### src/rtl/run_length_monitor.sv
// run_length_monitor
// Tracks runs of identical bits on a qualified serial stream. When a run closes
// it reports the run's length and bit value, and evaluates a selectable detect
// condition on the length. A run closes on a bit change or on a flush request.
//
// Ports:
//   clk       rising-edge clock
//   rst       asynchronous active-low reset
//   x         serial data bit, sampled when en=1
//   en        sample-valid qualifier
//   flush     close the current run at this edge
//   mode      detect: 0 odd length, 1 len>=thr, 2 len==thr, 3 len<thr
//   thr       compare threshold for modes 1-3
//   cnt       length of the run in progress (0 when no run is open)
//   run_valid one-cycle pulse after a run closes
//   run_len   length of the last closed run
//   run_bit   bit value of the last closed run
//   z         one-cycle detect pulse, only alongside run_valid
//   sat       cnt is at its maximum value
//   hits      wrapping count of z pulses
module run_length_monitor #(
  parameter int unsigned CW = 8
) (
  input  logic          clk,
  input  logic          rst,
  input  logic          x,
  input  logic          en,
  input  logic          flush,
  input  logic [1:0]    mode,
  input  logic [CW-1:0] thr,
  output logic [CW-1:0] cnt,
  output logic          run_valid,
  output logic [CW-1:0] run_len,
  output logic          run_bit,
  output logic          z,
  output logic          sat,
  output logic [CW-1:0] hits
);

  typedef enum logic {IDLE, RUN} state_t;

  localparam logic [CW-1:0] CNT_MAX = '1;
  localparam logic [CW-1:0] CNT_ONE = CW'(1);

  state_t        state, state_nx;
  logic          old, old_nx;
  logic [CW-1:0] cnt_nx;
  logic          close;
  logic          detect;

  // Detect is evaluated on the pre-update count; a saturated run is judged
  // on its reported (saturated) length.
  always_comb begin
    detect = 1'b0;
    case (mode)
      2'd0:    detect = cnt[0];
      2'd1:    detect = (cnt >= thr);
      2'd2:    detect = (cnt == thr);
      default: detect = (cnt <  thr);
    endcase
  end

  always_comb begin
    state_nx = state;
    old_nx   = old;
    cnt_nx   = cnt;
    close    = 1'b0;
    case (state)
      IDLE: begin
        // flush has nothing to close here
        if (en) begin
          old_nx   = x;
          cnt_nx   = CNT_ONE;
          state_nx = RUN;
        end
      end
      default: begin
        if (flush) begin
          // The flushing sample always starts a new run, even if x==old.
          close = 1'b1;
          if (en) begin
            old_nx = x;
            cnt_nx = CNT_ONE;
          end else begin
            cnt_nx   = '0;
            state_nx = IDLE;
          end
        end else if (en) begin
          if (x == old) begin
            if (cnt != CNT_MAX) cnt_nx = cnt + CNT_ONE;
          end else begin
            close  = 1'b1;
            old_nx = x;
            cnt_nx = CNT_ONE;
          end
        end
      end
    endcase
  end

  always_ff @(posedge clk or negedge rst) begin
    if (!rst) begin
      state     <= IDLE;
      old       <= 1'b0;
      cnt       <= '0;
      run_valid <= 1'b0;
      run_len   <= '0;
      run_bit   <= 1'b0;
      z         <= 1'b0;
      hits      <= '0;
    end else begin
      state     <= state_nx;
      old       <= old_nx;
      cnt       <= cnt_nx;
      run_valid <= close;
      z         <= close & detect;
      if (close) begin
        run_len <= cnt;
        run_bit <= old;
      end
      if (close && detect) hits <= hits + CNT_ONE;
    end
  end

  assign sat = (cnt == CNT_MAX);

endmodule

### config.mk
export PLATFORM = sky130hd
export DESIGN_NAME = run_length_monitor
export DESIGN_NICKNAME = d
export VERILOG_FILES = /design/src/rtl/run_length_monitor.sv
export SDC_FILE = /design/constraint.sdc
export NUM_CORES = 1
export LEC_CHECK = 0
export CAP_MARGIN = 15
export CORE_ASPECT_RATIO = 1.5
export CORE_MARGIN = 2
export CORE_UTILIZATION = 42
export DETAILED_ROUTE_END_ITERATION = 16
export GPL_ROUTABILITY_DRIVEN = 1
export HOLD_SLACK_MARGIN = 0.08
export PLACE_DENSITY_LB_ADDON = 0.05
export SYNTH_ARGS = -nofsm -noshare
export SYNTH_HDL_FRONTEND = slang
export SYNTH_SLANG_ARGS = --single-unit
### constraint.sdc
create_clock -name clk -period 1.8 [get_ports clk]
set_input_delay 0.36 -clock clk [delete_from_list [all_inputs] [get_ports clk]]
set_output_delay 0.36 -clock clk [all_outputs]
set_load 0.01 [all_outputs]
## Word-level counts from Yosys, hierarchy flattened

Index checks and enable logic that the tools add are counted.

| storage, ports and cells | value |
|---|---|
| register bits | 29 |
| bits of input ports | 15 |
| output and inout bits | 28 |
| word-level logic and storage cells | 48 |

| operators by class | value |
|---|---|
| $add $sub $neg | 2 |
| order comparisons | 2 |
| equal/unequal tests | 9 |
| multiplexer cells | 20 |
| bitwise operators | 1 |
| reduce and logical (&&, ||, !) cells | 6 |

Operators with widths:

| cell | number |
|---|---|
| 8-bit 2-to-1 mux | 6 |
| 8-bit by 1-bit adder with 8-bit output, second input constant | 2 |
| 1-bit 2-to-1 mux | 13 |
| 8-bit equality test | 1 |
| 8-bit equality test, second input constant | 1 |
| 8-bit >= comparator | 1 |
| 8-bit < comparator | 1 |
| 8-bit != test, second input constant | 1 |
| 3-bit != test, second input constant | 2 |
| 4-bit by 3-bit != test with 1-bit output, second input constant | 1 |
| 2-bit nonzero test | 2 |
| 1-bit one-hot mux with 3 select lines | 1 |
| 3-bit AND reduction | 1 |
| 2-bit by 1-bit equality test with 1-bit output, second input constant | 1 |
| 2-bit equality test, second input constant | 1 |
| 2-bit zero test | 1 |
| 2-bit AND reduction | 1 |
| 1-bit bitwise AND | 1 |
| 1-bit equality test | 1 |
| 1-bit logical AND | 1 |

## Longest topological paths before layout

Gate-level depths: netlist of the first run.

| logic depth | value |
|---|---|
| depth after elaboration | 6 |
| gate-level depth with buffers | 8 |
| mapped depth without buffers | 8 |

## Worst setup path after synthesis of the first run

OpenSTA, ideal clock, no wires.

| timing path | value |
|---|---|
| path kind | register to register |
| from | register cnt[5] |
| to | register hits[1] |
| arrival | 1.962 ns |
| required time | 1.672 ns |
| setup slack | -0.290 ns |
| cell stages (with the launch flop) | 7 |
| buffers on the path | 0 |
| cells stage by stage | dfrtp_1 > ha_1 > a211oi_1 > o21ai_0 > o32a_4 > nand2_1 > mux2_1 |

| on the way | value |
|---|---|
| longest elaborated chain between the ends | 3 |
| elaborated cells on any way between the ends | 5 |
| those cells by class | 2 x order compare; 1 x eq/ne; 1 x mux; 1 x reduce/logical |

RTL lines:

| element | RTL line | text |
|---|---|---|
| start: declaration | 31 | `output logic [CW-1:0] cnt,` |
| start signal: assignment | 114 | `cnt <= cnt_nx;` |
| 8-bit < comparator, or another cell as far along | 59 | `default: detect = (cnt < thr);` |
| 1-bit one-hot mux with 3 select lines * | 55 | `case (mode)` |
| 1-bit logical AND * | 121 | `if (close && detect) hits <= hits + CNT_ONE;` |
| end signal: assignment | 121 |  |
| end: declaration | 37 | `output logic [CW-1:0] hits` |

Every way passes the cells marked *; elsewhere a longest branch is shown, timed or not.
A chain may end at the register's enable or synchronous reset.

## Worst setup path in the final report of the first run

| timing path | value |
|---|---|
| from | register cnt[1] |
| to | register hits[1] |

The elaborated chain is that of the path after synthesis.

==> results of run 1 <==
worst register-to-register path: cells and delay by family (launching register included):
kind / cells / cell delay, ns
fa+ha+maj: 1 / 0.21
simple gates: 2 / 0.20
flops: 1 / 0.43
mux: 1 / 0.30
compound gates: 3 / 0.72
kinds of logic after synthesis:
| logic type | after synthesis |
|---|---|
| multiplexers | 11 |
| AO/OA/AOI/OAI | 22 |
| buffers and inverters | 12 |
| XOR/XNOR | 14 |
| flip-flops | 29 |
| AND/OR/NAND/NOR | 39 |
| adder cells (fa/ha/maj) | 10 |
per-layer routing:
layer / track usage, % / up-vias / wire [um]
met4: 8.97 / 0 / 54
li1: - / 637 / -
met5: 0 / - / 0
met3: 4.28 / 6 / 164
met1: 25.1 / 653 / 1470
met2: 37.3 / 35 / 2120
through the flow:
stage / instance area [um2] / hold slack (ns)
floorplan: 1550 / 0.0644
global placement: 2220 / 0.489
detailed placement: 2220 / 0.495
CTS: 2370 / 0.465
global route: 2410 / 0.435
finish: 2410 / 0.429
power by group through the flow:
stage                     clock network, mW  logic, mW  registers, mW
final                                 0.539      0.569          0.846
after global routing                  0.582      0.623          0.864
after CTS                             0.559      0.564          0.847
after detailed placement                  0      0.537          0.856
after global placement                    0      0.523          0.851
after floorplan                           0      0.186          0.879
cell type report:
type	count	area, um2	share of cell area [%]
tap	42	52.6	2.18
inverter	11	41.3	1.71
multi-input combinational	96	853	35.4
timing repair buffer	72	647	26.8
sequential	29	729	30.2
clock buffer	8	90.1	3.73
worst min path at each step:
stage               start          to  slack (ns)  cells after the start
2_1_floorplan         rst      cnt[0]        0.06                      0
3_3_place_gp   run_len[7]  run_len[7]        0.49                      1
3_5_place_dp   run_len[6]  run_len[6]        0.49                      1
4_1_cts               rst      cnt[4]        0.47                      2
5_1_grt                 x         old        0.43                      2
6_report                x         old        0.43                      2
state kept, by name (all words and copies together) (netlist names):
signal / flops
run_bit: 1
hits: 8
run_valid: 1
state: 1
z: 1
cnt: 8
old: 1
run_len: 8
layout by cell type (no fill, tap or decap), types with 5 or more instances in the layout:
master	instances
dlygate4sd2_1	7
dfrtp_1	26
inv_2	5
nand3_1	5
nor2_1	10
nand2_1	8
clkbuf_8	6
mux2_2	10
clkdlybuf4s50_1	32
inv_1	6
ha_4	5
xor2_1	10
buf_4	29
nand4_1	6
what timing repair did:
action,4_1_cts,5_1_grt
setup buffers,2,2
pin swaps,20,13
resized for setup,22,11
setup endpoints to repair,12,15
==> summary.txt, run 1 <==
GRT
  – Initial antenna violation count: 0
  – Largest net degree at the start of global routing: 30
  – GR Util All Layers: 21.6%
  – Grt total ovfl: 0
  – Vias in the first global route: 1407
  – First-pass GRT wire length: 6510 um

Route
  – Final wirelength: 3810 um
  – Final ANT Viol Nets: 0
  – Drt pass-1 iters: 5
  – Wire per inst: 14.8 um
  – Vias: 1331
  – Drt initial violations: 27
  – DRC viols: 0
  – Vias per Instance: 5.16

Yosys
  – EDFF count, synth: 0
  – Post-synth cell types: 28
  – XOR/XNOR Fraction of Synth Area: 8.15%
  – Area fraction in and, or, nand and nor cells after synthesis: 13.1%
  – Yosys reg bits: 29
  – Adder-cell share of the synthesized area: 8.32%
  – Synth area leaders: dfrtp_1 48%, ha_1 8.3%, mux2_2 7.5%, xor2_1 5.8%, inv_1 2.7%
  – Synth Warn #: 0
  – Syn_nets: ~160
  – Largest family of logic cells by synthesized area: simple AND/OR/NAND/NOR gates
  – FFs w/ async S/R, synth: 100%
  – Synth Area in Compound Gates: between 10 and 15%
  – Synth Flop Type: dfrtp_1
  – Post-Syn Instances: 137
  – Cell area after synthesis: 1500 um2
  – Biggest area consumer among synthesized cells: dfrtp_1
  – Synthesized area per cell: 11.0 um2
  – Most common cell in the netlist: dfrtp_1
  – Fraction of synthesized area in multiplexers: 8.24%
  – Commonest cells post-synth: 29 x dfrtp_1, 11 x inv_1
  – Sequential share of the synthesized area: 48.3%
  – Top cell type's share of synthesized area: 48.3%

Min path
  – Worst min-delay path class: in -> reg

Die
  – Die Height: about 77 um
  – Core area: 3420 um2
  – Die W: 52.9 um
  – Full die area: 4090 um2
  – FP Rows: 26
  – Initial Util: ~44%
  – Io pins: 43

Setup path
  – Crit-path leading delay family: compound AO/OA/AOI/OAI gates
  – Startpoint class of the critical path: flip-flop
  – FF-to-FF path depth: 7
  – WP depth: 7
  – R2R setup slack: -0.19 ns
  – Max incr delay on CP: between 0.4 and 0.5 ns
  – RR Endpoint: hits[1]
  – Crit end category: flip-flop
  – Cell Chain, Critical Path: ha_4 -> nor2b_1 -> o211ai_1 -> a21oi_2 -> o32a_4 -> nand2_4 -> mux2_4
  – Worst-path maximum fanout: 7
  – Crit path DAT: 2.15 ns
  – Worst EP required: 1.96 ns
  – Worst Setup EP: hits[1]
  – Reg2reg start: cnt[1]
  – Critical path class: reg -> reg
  – Buf+Inv Stages, Crit Path: 0
  – Crit path max-delay cell type: dfrtp_2
  – CP Launch Point: cnt[1]

Power and ir drop
  – Combinational cell fraction of total power: 29.1%
  – Peak supply drop: around 0.7 mV
  – Clock power share: between 20 and 30%
  – Flop pwr share: 43.3%
  – Total design power: 1.95 mW
  – Leak Pwr: 1.14 nW
  – P_sw: 570 uW
  – Int Pwr: ~1.4 mW
  – Pwr dens: 810 nW/um2
  – Switch share: 29.2%

Timing
  – Tightest Pin Transition: 0.411 ns
  – Setup_tns: -1.18 ns
  – Final Cycle Share: 111%
  – Final min period: 1.99 ns
  – RSZ-0062 raised after global routing: true
  – Final Hold Viols: 0
  – Clock skew: roughly 0.0064 ns
  – Final worst slack: -0.191 ns
  – Max_slew headroom: 72.6%
  – Final slew viol count: 0
  – Setup violators final: 11
  – Max Clk Rate: 502 MHz

Finish
  – Layout Nets: 240
  – Layout Utilization: a little over two thirds
  – FILL cells: 266
  – Fin cells: between 200 and 300
  – Area Growth Syn to Fin: 60.5%
  – Fraction of layout cells with a size suffix above 1: 35.2%
  – Diodes inserted: 0

Outcome
  – Status: finished with violations
  – Failing checks: setup timing

Placed design
  – Detailed placer's ending HPWL: just under 3000 um
  – Placer congestion estimate: about 0.84
  – Number of instances in the placed design: between 200 and 250
  – Pre-CTS WS: -0.670 ns
  – Number of port buffers: 42

Flow run
  – Max-Cap Viols: 0

Clock tree
  – Clock sinks: 29
  – Clock tree buffer depth: 2
  – Clk_lat worst skew: 0.28 ns
  – Root buf cell: clkbuf_8
  – Clock transition at the registers of the reported paths: 0.06 ns
  – CTS tree: yes
  – CTS Buf Count: 5
  – Post-CTS Hold Fix Bufs: 0
  – H-tree levels: 2
No activity file was read; power rests on OpenSTA's default activity.
==> run 2, diff against run 1 <==
--- a/config.mk
+++ b/config.mk
@@ -12,7 +12,9 @@
 export DETAILED_ROUTE_END_ITERATION = 16
 export GPL_ROUTABILITY_DRIVEN = 1
 export HOLD_SLACK_MARGIN = 0.08
+export MAX_ROUTING_LAYER = met4
 export PLACE_DENSITY_LB_ADDON = 0.05
+export SKIP_LAST_GASP = 1
 export SYNTH_ARGS = -nofsm -noshare
 export SYNTH_HDL_FRONTEND = slang
 export SYNTH_SLANG_ARGS = --single-unit
==> run 2 against run 1 <==
The run still ends with setup timing left. Critical path type is now in -> reg. Highest routed layer unchanged. Core utilization decreased by 0.40 points. Global-route usage is 0.57 points higher. Worst hold slack worse by 0.0016 ns. Via count decreased by 0.38%. Die area unchanged.
==> summary.txt, run 2 (same netlist as run 1, synthesis figures left out) <==
Timing
  – Clock skew: 0.00684 ns (+0.000440 ns)
  – Setup violators final: 12 (+1)
  – Final worst slack: -0.220 ns (-0.0287 ns)
  – Max_slew headroom: 71.8% (-0.82 points)
  – WHS: 0.428 ns (-0.00157 ns)
  – Final Hold Viols: 0 (unchanged)
  – Tightest Pin Transition: 0.423 ns (+0.0123 ns)
  – RSZ-0062 raised after global routing: true
  – Setup_tns: -1.29 ns (-0.118 ns)
  – Final Cycle Share: 112% (+1.6 points)
  – Final slew viol count: 0 (unchanged)
  – Final min period: 2.02 ns (+0.0287 ns)
  – Max Clk Rate: 495 MHz (-1.4%)

Setup path
  – Cell Chain, Critical Path: clkdlybuf4s50_1 -> ha_1 -> nand4_1 -> o41a_1 -> nand2_4 -> mux2_4
  – Worst-path maximum fanout: 7 (unchanged)
  – Buf+Inv Stages, Crit Path: 1 (+1)
  – CP Launch Point: thr[0]
  – RR Endpoint: hits[1]
  – Crit path max-delay cell type: o41a_1
  – R2R setup slack: -0.20 ns (about the same)
  – Critical path class: in -> reg
  – Max incr delay on CP: 0.56 ns (+0.13 ns)
  – Worst EP required: 1.96 ns (about the same)
  – Startpoint class of the critical path: input port
  – WP depth: 6 (-1)
  – Reg2reg start: cnt[1]
  – Crit end category: flip-flop
  – Crit-path leading delay family: compound AO/OA/AOI/OAI gates
  – FF-to-FF path depth: 7 (unchanged)
  – Crit path DAT: 2.18 ns (+0.03 ns)

GRT
  – Largest net degree at the start of global routing: 30 (unchanged)
  – Initial antenna violation count: 0 (unchanged)
  – First-pass GRT wire length: 6510 um (+0.11%)
  – Grt total ovfl: 0 (unchanged)
  – Vias in the first global route: 1404 (-0.21%)
  – GR Util All Layers: 22.2% (+0.57 points)

Placed design
  – Number of instances in the placed design: 246 (unchanged)
  – Number of port buffers: 42 (unchanged)
  – Placer congestion estimate: 0.850 (+1.6%)
  – Detailed placer's ending HPWL: 2890 um (unchanged)
  – Post-DP Area: 2220 um2 (unchanged)

Route
  – Wire per inst: 14.8 um (+0.21%)
  – Drt pass-1 iters: 4 (-1)
  – Final wirelength: 3820 um (+0.21%)
  – Final ANT Viol Nets: 0 (unchanged)
  – Drt initial violations: 22 (-19%)
  – Vias: 1326 (-0.38%)
  – DRC viols: 0 (unchanged)
  – Vias per Instance: 5.14 (-0.38%)

Power and ir drop
  – Leak Pwr: 1.13 nW (-0.97%)
  – Peak supply drop: 0.708 mV (-0.80%)
  – Pwr dens: 814 nW/um2 (+0.60%)

Clock tree
  – Clock sinks: 29 (unchanged)
  – Clock transition at the registers of the reported paths: 0.06 ns (about the same)
  – Post-CTS Hold Fix Bufs: 0 (unchanged)
  – Root buf cell: clkbuf_8
  – Clock tree buffer depth: 2 (unchanged)
  – H-tree levels: 2 (unchanged)
  – CTS Buf Count: 5 (unchanged)
  – CTS tree: yes
  – Clk_lat worst skew: 0.28 ns (about the same)

Outcome
  – Failing checks: setup timing
  – Status: finished with violations

Die
  – FP Rows: 26 (unchanged)
  – Io pins: 43 (unchanged)
  – Initial Util: 44.0% (unchanged)
  – Die W: 52.9 um (unchanged)
  – Core area: 3420 um2 (unchanged)
  – Full die area: 4090 um2 (unchanged)
  – Die Height: 77.3 um (unchanged)

Finish
  – Layout Nets: 240 (unchanged)
  – Area Growth Syn to Fin: 59.6%
  – Leading registers by flop count: cnt x8, hits x8, run_len x8
  – Post-route cell area: 2400 um2 (-0.57%)
  – Fraction of layout cells with a size suffix above 1: 34.7% (-0.46 points)
  – Highest-count cells in the layout ignoring fill and taps: 33 x clkdlybuf4s50_1, 30 x buf_4, 26 x dfrtp_1
  – FILL cells: 268 (+0.75%)
  – Fin cells: 258 (unchanged)
  – Most common cell after layout, fill and taps aside: clkdlybuf4s50_1
  – Diodes inserted: 0 (unchanged)

Min path
  – Hold_sp: x
  – WHS Path Cells: 2 (unchanged)
  – Hold EP: old
  – Worst min-delay path class: in -> reg

Flow run
  – Max-Cap Viols: 0 (unchanged)
[run 2: changes by cell type in the layout (fill, tap and decap cells not counted)]
cell | previous run | this run
buf_4 | 29 | 30
buf_6 | 2 | 1
clkdlybuf4s50_1 | 32 | 33
dlymetal6s2s_1 | 2 | 1
xnor2_1 | 2 | 3
xnor2_2 | 2 | 1
[run 2: report_power, final]
group,leakage (nW),internal (mW),switching [mW]
Clock,0.0455,0.311,0.230
Sequential,0.371,0.741,0.105
Combinational,0.710,0.331,0.237
Total,1.13,1.38,0.572
[run 2: layout make-up]
| class | count | area [um2] | share of cell area [%] |
|---|---|---|---|
| flip-flops and latches | 29 | 729 | 30.4 |
| well taps | 42 | 52.6 | 2.19 |
| clock buffers | 8 | 90.1 | 3.75 |
| multi-input cells | 96 | 846 | 35.2 |
| inverters | 11 | 41.3 | 1.72 |
| repair buffers | 72 | 641 | 26.7 |
[run 2: repair_timing]
action	in CTS	in global routing
gates resized for setup	22	8
pin swaps	20	12
setup buffers	2	2
setup endpoints to repair	12	15
[run 2: worst max path at each step]
stage / end
global route: hits[1]
CTS: hits[1]
floorplan: hits[1]
finish: hits[1]
detailed placement: hits[1]
global placement: hits[1]
[run 2: worst reg2reg max path, delay by kind of cell, from the launching register on]
| family | cells | cell delay [ns] |
|---|---|---|
| multiplexers | 1 | 0.30 |
| adder cells (fa/ha/maj) | 1 | 0.21 |
| AND/OR/NAND/NOR | 2 | 0.20 |
| flip-flops | 1 | 0.43 |
| AO/OA/AOI/OAI | 3 | 0.73 |
[run 2: metal layers]
metal / wire [um] / global-route usage (%)
met5: 0 / -
met4: 53 / 8.97
met3: 151 / 3.70
met2: 2130 / 37.3
met1: 1490 / 25.5
[run 2: stage by stage]
stage | total power [mW] | worst slack [ns] | utilization, %
2_1_floorplan | 1.07 | -0.140 | -
3_3_place_gp | 1.37 | -0.609 | 64.9
3_5_place_dp | 1.39 | -0.670 | 64.9
4_1_cts | 1.97 | -0.265 | 69.3
5_1_grt | 2.07 | -0.257 | 70.3
6_report | 1.95 | -0.220 | 70.3
